`config.mk`:
```
export PLATFORM = sky130hd
export DESIGN_NAME = uart_tx_flat
export DESIGN_NICKNAME = d
export VERILOG_FILES = /design/src/rtl/uart_pkg.sv /design/src/rtl/uart_tx_if.sv /design/src/rtl/uart_baud_tick.sv /design/src/rtl/uart_tx.sv /design/src/flat_wrapper.sv
export SDC_FILE = /design/constraint.sdc
export NUM_CORES = 1
export LEC_CHECK = 0
export ABC_AREA = 1
export CORE_UTILIZATION = 52
export DETAILED_ROUTE_END_ITERATION = 10
export HOLD_SLACK_MARGIN = 0.15
export PLACE_DENSITY = 0.85
export SYNTH_ARGS = -nofsm -noshare
export SYNTH_HDL_FRONTEND = slang
export SYNTH_SLANG_ARGS = --single-unit
```
`constraint.sdc`:
```
create_clock -name clk -period 1.9 [get_ports clk]
set_clock_uncertainty 0.2 [all_clocks]
set_input_delay 0.38 -clock clk [delete_from_list [all_inputs] [get_ports clk]]
set_output_delay 0.38 -clock clk [all_outputs]
set_load 0.05 [all_outputs]
```
`src/rtl/uart_pkg.sv`:
```
// Shared UART definitions: FSM state encoding and bit-period arithmetic.
// Used by both the transmit and receive paths.
package uart_pkg;

    typedef enum logic [1:0] {
        IDLE  = 2'd0,
        START = 2'd1,
        DATA  = 2'd2,
        STOP  = 2'd3
    } uart_state_t;

    // Integer-truncated number of clk cycles per serial bit.
    function automatic int clks_per_bit(input int clk_freq, input int baud);
        return clk_freq / baud;
    endfunction

endpackage

```
`src/rtl/uart_tx_if.sv`:
```
// Byte handshake and line/status signals between a byte producer and uart_tx.
interface uart_tx_if #(
    parameter int DATA_WIDTH = 8
);
    logic [DATA_WIDTH-1:0] tx_data;
    logic                  tx_valid;
    logic                  tx_ready;
    logic                  tx;
    logic                  busy;
    logic                  done;

    modport master (
        output tx_data, tx_valid,
        input  tx_ready, tx, busy, done
    );

    modport slave (
        input  tx_data, tx_valid,
        output tx_ready, tx, busy, done
    );
endinterface

```
`src/rtl/uart_baud_tick.sv`:
```
// Free-running bit-period counter: o_tick is high for one cycle every
// CLKS_PER_BIT cycles; i_restart holds the count at zero.
module uart_baud_tick #(
    parameter int CLKS_PER_BIT = 868
) (
    input  logic clk,
    input  logic rst_n,
    input  logic i_restart,
    output logic o_tick
);
    localparam int CW = (CLKS_PER_BIT > 1) ? $clog2(CLKS_PER_BIT) : 1;
    localparam logic [CW-1:0] LAST = CW'(CLKS_PER_BIT - 1);

    if (CLKS_PER_BIT < 2) begin : g_bad_period
        $error("uart_baud_tick: CLKS_PER_BIT must be at least 2");
    end

    logic [CW-1:0] r_count;

    always_ff @(posedge clk or negedge rst_n) begin
        if (!rst_n) begin
            r_count <= '0;
        end else if (i_restart || r_count == LAST) begin
            r_count <= '0;
        end else begin
            r_count <= r_count + 1'b1;
        end
    end

    assign o_tick = (r_count == LAST);

endmodule

```
`src/rtl/uart_tx.sv`:
```
// UART transmitter: valid/ready byte input, one-entry holding register,
// LSB-first framing with one start bit and STOP_BITS stop bits.
module uart_tx
    import uart_pkg::*;
#(
    parameter int BAUD_RATE  = 115200,
    parameter int DATA_WIDTH = 8,
    parameter int CLK_FREQ   = 100_000_000,
    parameter int STOP_BITS  = 1
) (
    input  logic      clk,
    input  logic      rst_n,
    uart_tx_if.slave  bus
);
    localparam int CLKS_PER_BIT = clks_per_bit(CLK_FREQ, BAUD_RATE);
    localparam int BIT_W        = $clog2(DATA_WIDTH + 1);

    if (CLKS_PER_BIT < 2) begin : g_bad_baud
        $error("uart_tx: CLK_FREQ / BAUD_RATE must be at least 2");
    end
    if (STOP_BITS != 1 && STOP_BITS != 2) begin : g_bad_stop
        $error("uart_tx: STOP_BITS must be 1 or 2");
    end

    uart_state_t           r_state, w_state_next;
    logic [DATA_WIDTH-1:0] r_shift, w_shift_next;
    logic [BIT_W-1:0]      r_bit_idx, w_bit_idx_next;
    logic                  r_tx, w_tx_next;
    logic                  r_done, w_done_next;
    logic [DATA_WIDTH-1:0] r_hold;
    logic                  r_hold_valid, w_hold_valid_next;
    logic                  w_accept;
    logic                  w_load;
    logic                  w_tick;

    // Counter is parked at zero while idle so a new frame starts a full bit period.
    uart_baud_tick #(
        .CLKS_PER_BIT (CLKS_PER_BIT)
    ) u_baud (
        .clk       (clk),
        .rst_n     (rst_n),
        .i_restart (r_state == IDLE),
        .o_tick    (w_tick)
    );

    assign w_accept = bus.tx_valid && !r_hold_valid;

    always_comb begin
        w_state_next   = r_state;
        w_shift_next   = r_shift;
        w_bit_idx_next = r_bit_idx;
        w_tx_next      = r_tx;
        w_done_next    = 1'b0;
        w_load         = 1'b0;

        case (r_state)
            IDLE: begin
                w_tx_next = 1'b1;
                if (r_hold_valid) begin
                    w_load       = 1'b1;
                    w_shift_next = r_hold;
                    w_tx_next    = 1'b0;
                    w_state_next = START;
                end
            end
            START: begin
                if (w_tick) begin
                    w_tx_next      = r_shift[0];
                    w_shift_next   = r_shift >> 1;
                    w_bit_idx_next = '0;
                    w_state_next   = DATA;
                end
            end
            DATA: begin
                if (w_tick) begin
                    if (r_bit_idx == BIT_W'(DATA_WIDTH - 1)) begin
                        w_tx_next      = 1'b1;
                        w_bit_idx_next = '0;
                        w_state_next   = STOP;
                    end else begin
                        w_tx_next      = r_shift[0];
                        w_shift_next   = r_shift >> 1;
                        w_bit_idx_next = r_bit_idx + 1'b1;
                    end
                end
            end
            STOP: begin
                if (w_tick) begin
                    if (r_bit_idx == BIT_W'(STOP_BITS - 1)) begin
                        w_done_next    = 1'b1;
                        w_bit_idx_next = '0;
                        // A waiting byte starts immediately so streamed frames abut.
                        if (r_hold_valid) begin
                            w_load       = 1'b1;
                            w_shift_next = r_hold;
                            w_tx_next    = 1'b0;
                            w_state_next = START;
                        end else begin
                            w_state_next = IDLE;
                        end
                    end else begin
                        w_bit_idx_next = r_bit_idx + 1'b1;
                    end
                end
            end
            default: begin
                w_tx_next    = 1'b1;
                w_state_next = IDLE;
            end
        endcase

        w_hold_valid_next = r_hold_valid;
        if (w_load) begin
            w_hold_valid_next = 1'b0;
        end else if (w_accept) begin
            w_hold_valid_next = 1'b1;
        end
    end

    always_ff @(posedge clk or negedge rst_n) begin
        if (!rst_n) begin
            r_state      <= IDLE;
            r_shift      <= '0;
            r_bit_idx    <= '0;
            r_tx         <= 1'b1;
            r_done       <= 1'b0;
            r_hold       <= '0;
            r_hold_valid <= 1'b0;
        end else begin
            r_state      <= w_state_next;
            r_shift      <= w_shift_next;
            r_bit_idx    <= w_bit_idx_next;
            r_tx         <= w_tx_next;
            r_done       <= w_done_next;
            r_hold_valid <= w_hold_valid_next;
            if (w_accept) begin
                r_hold <= bus.tx_data;
            end
        end
    end

    assign bus.tx_ready = !r_hold_valid;
    assign bus.tx       = r_tx;
    assign bus.busy     = (r_state != IDLE) || r_hold_valid;
    assign bus.done     = r_done;

endmodule

```
`src/flat_wrapper.sv`:
```
// flat-port wrapper written by rule: the top's interface ports become plain ports
module uart_tx_flat import uart_pkg::*;
#(
    parameter int BAUD_RATE  = 115200,
    parameter int DATA_WIDTH = 8,
    parameter int CLK_FREQ   = 100_000_000,
    parameter int STOP_BITS  = 1
)
  (clk, rst_n, bus_tx_data, bus_tx_valid, bus_tx_ready, bus_tx, bus_busy, bus_done);
  uart_tx_if #(.DATA_WIDTH(DATA_WIDTH)) bus_i ();
  input  logic clk;
  input  logic rst_n;
  input wire logic [$bits(bus_i.tx_data)-1:0] bus_tx_data;
  input wire logic [$bits(bus_i.tx_valid)-1:0] bus_tx_valid;
  output wire logic [$bits(bus_i.tx_ready)-1:0] bus_tx_ready;
  output wire logic [$bits(bus_i.tx)-1:0] bus_tx;
  output wire logic [$bits(bus_i.busy)-1:0] bus_busy;
  output wire logic [$bits(bus_i.done)-1:0] bus_done;
  assign bus_i.tx_data = bus_tx_data;
  assign bus_i.tx_valid = bus_tx_valid;
  assign bus_tx_ready = bus_i.tx_ready;
  assign bus_tx = bus_i.tx;
  assign bus_busy = bus_i.busy;
  assign bus_done = bus_i.done;
  uart_tx #(.BAUD_RATE(BAUD_RATE), .DATA_WIDTH(DATA_WIDTH), .CLK_FREQ(CLK_FREQ), .STOP_BITS(STOP_BITS)) u_core (.clk(clk), .rst_n(rst_n), .bus(bus_i));
endmodule
```
==> reports/results.tsv <==
stage	metric	value	unit
sta	Peak Freq	0.544	GHz
clocking	htree depth	2	
worst_setup_path	crit path launch type	flop	
final_layout	area grow syn2layout	19.2	%
placed_design	routability congestion estimate from global placement	0.889	
sta	Fin. Hold Viols	0	
die	die height	62.0	µm
clocking	hold_buf cts	0	
sta	unrepaired setup endpoints after global routing	no	
logic_synthesis	Most used DFF post-synth	dfrtp_1	
route	routed wire length	3620	µm
logic_synthesis	Mapped Area	1870	µm²
power_and_ir_drop	Sw Ratio	25.1	%
global_routing	antenna violations before repair	0	
logic_synthesis	top-area cell type share of the netlist area	45.4	%
power_and_ir_drop	Pwr per Cell Area	613	nW/µm²
logic_synthesis	Synth area leader	dfrtp_1	
die	Starting Density	55.3	%
logic_synthesis	Synthesis Warnings	0	
global_routing	first-pass GRT wire length	5780	µm
global_routing	Congestion Overflow GR	0	
sta	Slew Limit Fails	0	
final_layout	n_diodes	0	
die	Cell Rows	21	
route	Vias per Instance	5.05	
worst_hold_path	Hold Path Class	in2async	
logic_synthesis	sequential-to-total area share from yosys stat	46.8	%
placed_design	post-DP HPWL	2570	µm
route	initial detailed-routing violation count	94	
logic_synthesis	post-synthesis net count	242	
sta	relative slew slack	81.9	%
worst_setup_path	element type at the critical path end	output pin	
logic_synthesis	Netlist cell types	26	
route	Avg WL per Cell	12.3	µm
power_and_ir_drop	share of power burned in combinational logic	9.3	%
power_and_ir_drop	Clock Power Share	29.4	%
clocking	Root Buffer	clkbuf_4	
route	First-pass DRT Iterations	4	
power_and_ir_drop	maximum vdd drop	545	µV
power_and_ir_drop	Leak	0.00112	µW
sta	slew of the pin with the lowest slew margin	0.269	ns
global_routing	GRT Util Overall	21.3	%
global_routing	vias in the first global route	1372	
status	outcome	finished clean	
sta	Final period util	96.8	%
worst_setup_path	CP Data Required Time	1.32	ns
clocking	worst-skew pair later-pin latency	0.34	ns
die	Core Box Area	3390	µm²
logic_synthesis	Mapped Cells	223	
clocking	Clock transition at path regs	0.11	ns
worst_setup_path	Setup Crit Path Kind	reg2out	
logic_synthesis	most frequent cells after synthesis	nand2_1 (75), dfrtp_1 (34), nor2_1 (23)	
placed_design	port bufs	14	
clocking	number of CTS-inserted buffers	5	
route	Detail Route Antenna Nets	0	
power_and_ir_drop	P_int	1020	µW
final_layout	fraction of layout cells with a size suffix above 1	17.3	%
logic_synthesis	top cells by area, synth	dfrtp_1 (45%), nand2_1 (15%), ha_1 (5.3%)	
sta	setup TNS	0	ns
logic_synthesis	syn avg cell area	8.40	µm²
die	die footprint	3850	µm²
sta	post-layout min period	1.84	ns
die	Die W	62.0	µm
route	Vias	1489	
global_routing	largest net degree at the start of global routing	36	
logic_synthesis	most common cell in the netlist	nand2_1	
run	maxcap violations	0	
power_and_ir_drop	Tot Pwr	1370	µW
power_and_ir_drop	Psw	344	µW
logic_synthesis	asr flop ratio synth	100	%
route	drc violations	0	
logic_synthesis	Yosys reg bits	35	
final_layout	FILL cells	262	
clocking	CTS max path bufs	2	
clocking	clk sinks	35	
worst_setup_path	Worst EP arrival	1.26	ns
final_layout	Final nets	267	
die	Ports	15	
power_and_ir_drop	Reg power frac	61.4	%
clocking	CTS tree	built	
logic_synthesis	EDFF count, synth	0	
sta	Final setup viols	0	
worst_setup_path	CP max FO	4	
==> flip-flops by register name, summed over array words and instances (netlist names) <==
register	cells
u_core.u_baud.r_count	10
u_core.r_hold	8
u_core.r_bit_idx	4
u_core.r_hold_valid	1
u_core.r_shift	8
u_core.bus.done	1
u_core.r_state	2
u_core.bus.tx	1
==> final timing paths <==
path	start	to	slack, ns	cells after the start
setup / recovery	u_core.r_state[0]$_DFFE_PN0P_	bus_busy	0.06	4
hold / removal	rst_n	u_core.r_bit_idx[2]$_DFFE_PN0P_	0.18	2
setup reg to reg	u_core.r_state[0]$_DFFE_PN0P_	u_core.r_bit_idx[3]$_DFFE_PN0P_	0.16	8
hold reg to reg	u_core.r_shift[7]$_DFFE_PN0P_	u_core.r_shift[7]$_DFFE_PN0P_	0.29	2
max in group asynchronous	rst_n	u_core.bus.tx$_DFFE_PN1P_	1.06	2
min in group clk	u_core.r_shift[7]$_DFFE_PN0P_	u_core.r_shift[7]$_DFFE_PN0P_	0.29	2
==> per-stage QoR <==
step	worst slack (ns)	hold slack (ns)	instances	area (µm²)	utilization, %
2_1_floorplan	0.0474	-0.116	223	1870	-
3_3_place_gp	0.0511	0.262	283	2100	61.8
3_5_place_dp	-0.0340	0.262	283	2100	61.8
4_1_cts	0.00864	0.178	293	2170	64.0
5_1_grt	0.0185	0.182	295	2230	65.9
6_report	0.0610	0.176	295	2230	65.9
==> timing repair <==
action / CTS / global route
buffers inserted: 2 / 2
resized for setup: 6 / 4
setup endpoints to repair: 9 / 17
pin swaps: 0 / 1
==> power groups by stage <==
stage	clock network (µW)	logic (µW)	registers (µW)
floorplan	0	69.5	843
global placement	0	123	850
detailed placement	0	130	854
CTS	414	130	839
global route	437	143	848
finish	402	127	840
==> placed cells by master, fill, tap and decap left out <==
| master | instances |
|---|---|
| nand3_1 | 17 |
| nand3_2 | 1 |
| inv_2 | 4 |
| clkdlybuf4s50_1 | 10 |
| mux2_2 | 7 |
| o21ai_1 | 3 |
| clkinv_2 | 1 |
| xor2_1 | 3 |
| nand2_2 | 4 |
| ha_1 | 6 |
| dfrtp_1 | 34 |
| nand2_8 | 2 |
| buf_12 | 6 |
| and3_2 | 1 |
| nand3b_1 | 1 |
| o21bai_1 | 1 |
| nand2_4 | 2 |
| nor3_1 | 4 |
| nor2_4 | 1 |
| ha_2 | 1 |
| a21oi_1 | 3 |
| o211ai_1 | 2 |
| xnor2_1 | 1 |
| dfstp_2 | 1 |
| and3_1 | 1 |
| buf_4 | 5 |
| clkbuf_1 | 1 |
| o21ai_0 | 3 |
| ha_4 | 1 |
| clkbuf_4 | 5 |
| nand2_1 | 74 |
| clkinvlp_4 | 1 |
| inv_1 | 17 |
| nor2_1 | 23 |
| nand4_1 | 2 |
==> cells by family (layout without fill, tap and decap cells) <==
family,Yosys count,count (layout),share of synthesized area [%]
AOI/OAI and AO/OA,12,12,3.61
and+or+nand+nor,133,133,31.9
adders and majority gates,8,8,5.34
xor gates and xnor gates,4,4,1.87
muxes,7,7,4.21
buffers and inverters,24,50,6.21
DFF,35,35,46.8
==> layer usage <==
layer  vias to the layer above  routed length (µm)  GRT usage, %
met1                       699                1650          27.1
li1                        752                   -             -
met5                         -                   0             0
met3                         4                 154          4.35
met2                        34                1780          34.2
met4                         0                  41          11.1
==> final cells by class <==
class,count,area (µm²),share of cell area (%)
tap,46,57.6,2.58
inverter,21,78.8,3.53
timing repair buffer,21,258,11.5
sequential,35,877,39.3
multi-input combinational,164,908,40.7
clock buffer,6,41.3,1.85
clock inverter,2,12.5,0.560
==> worst max-delay path, stage by stage (launching register included) <==
cell	delay [ns]
dfrtp_1	0.42
inv_2	0.11
ha_4	0.16
nand2_4	0.07
buf_12	0.16
No activity file was read; power rests on OpenSTA's default activity.
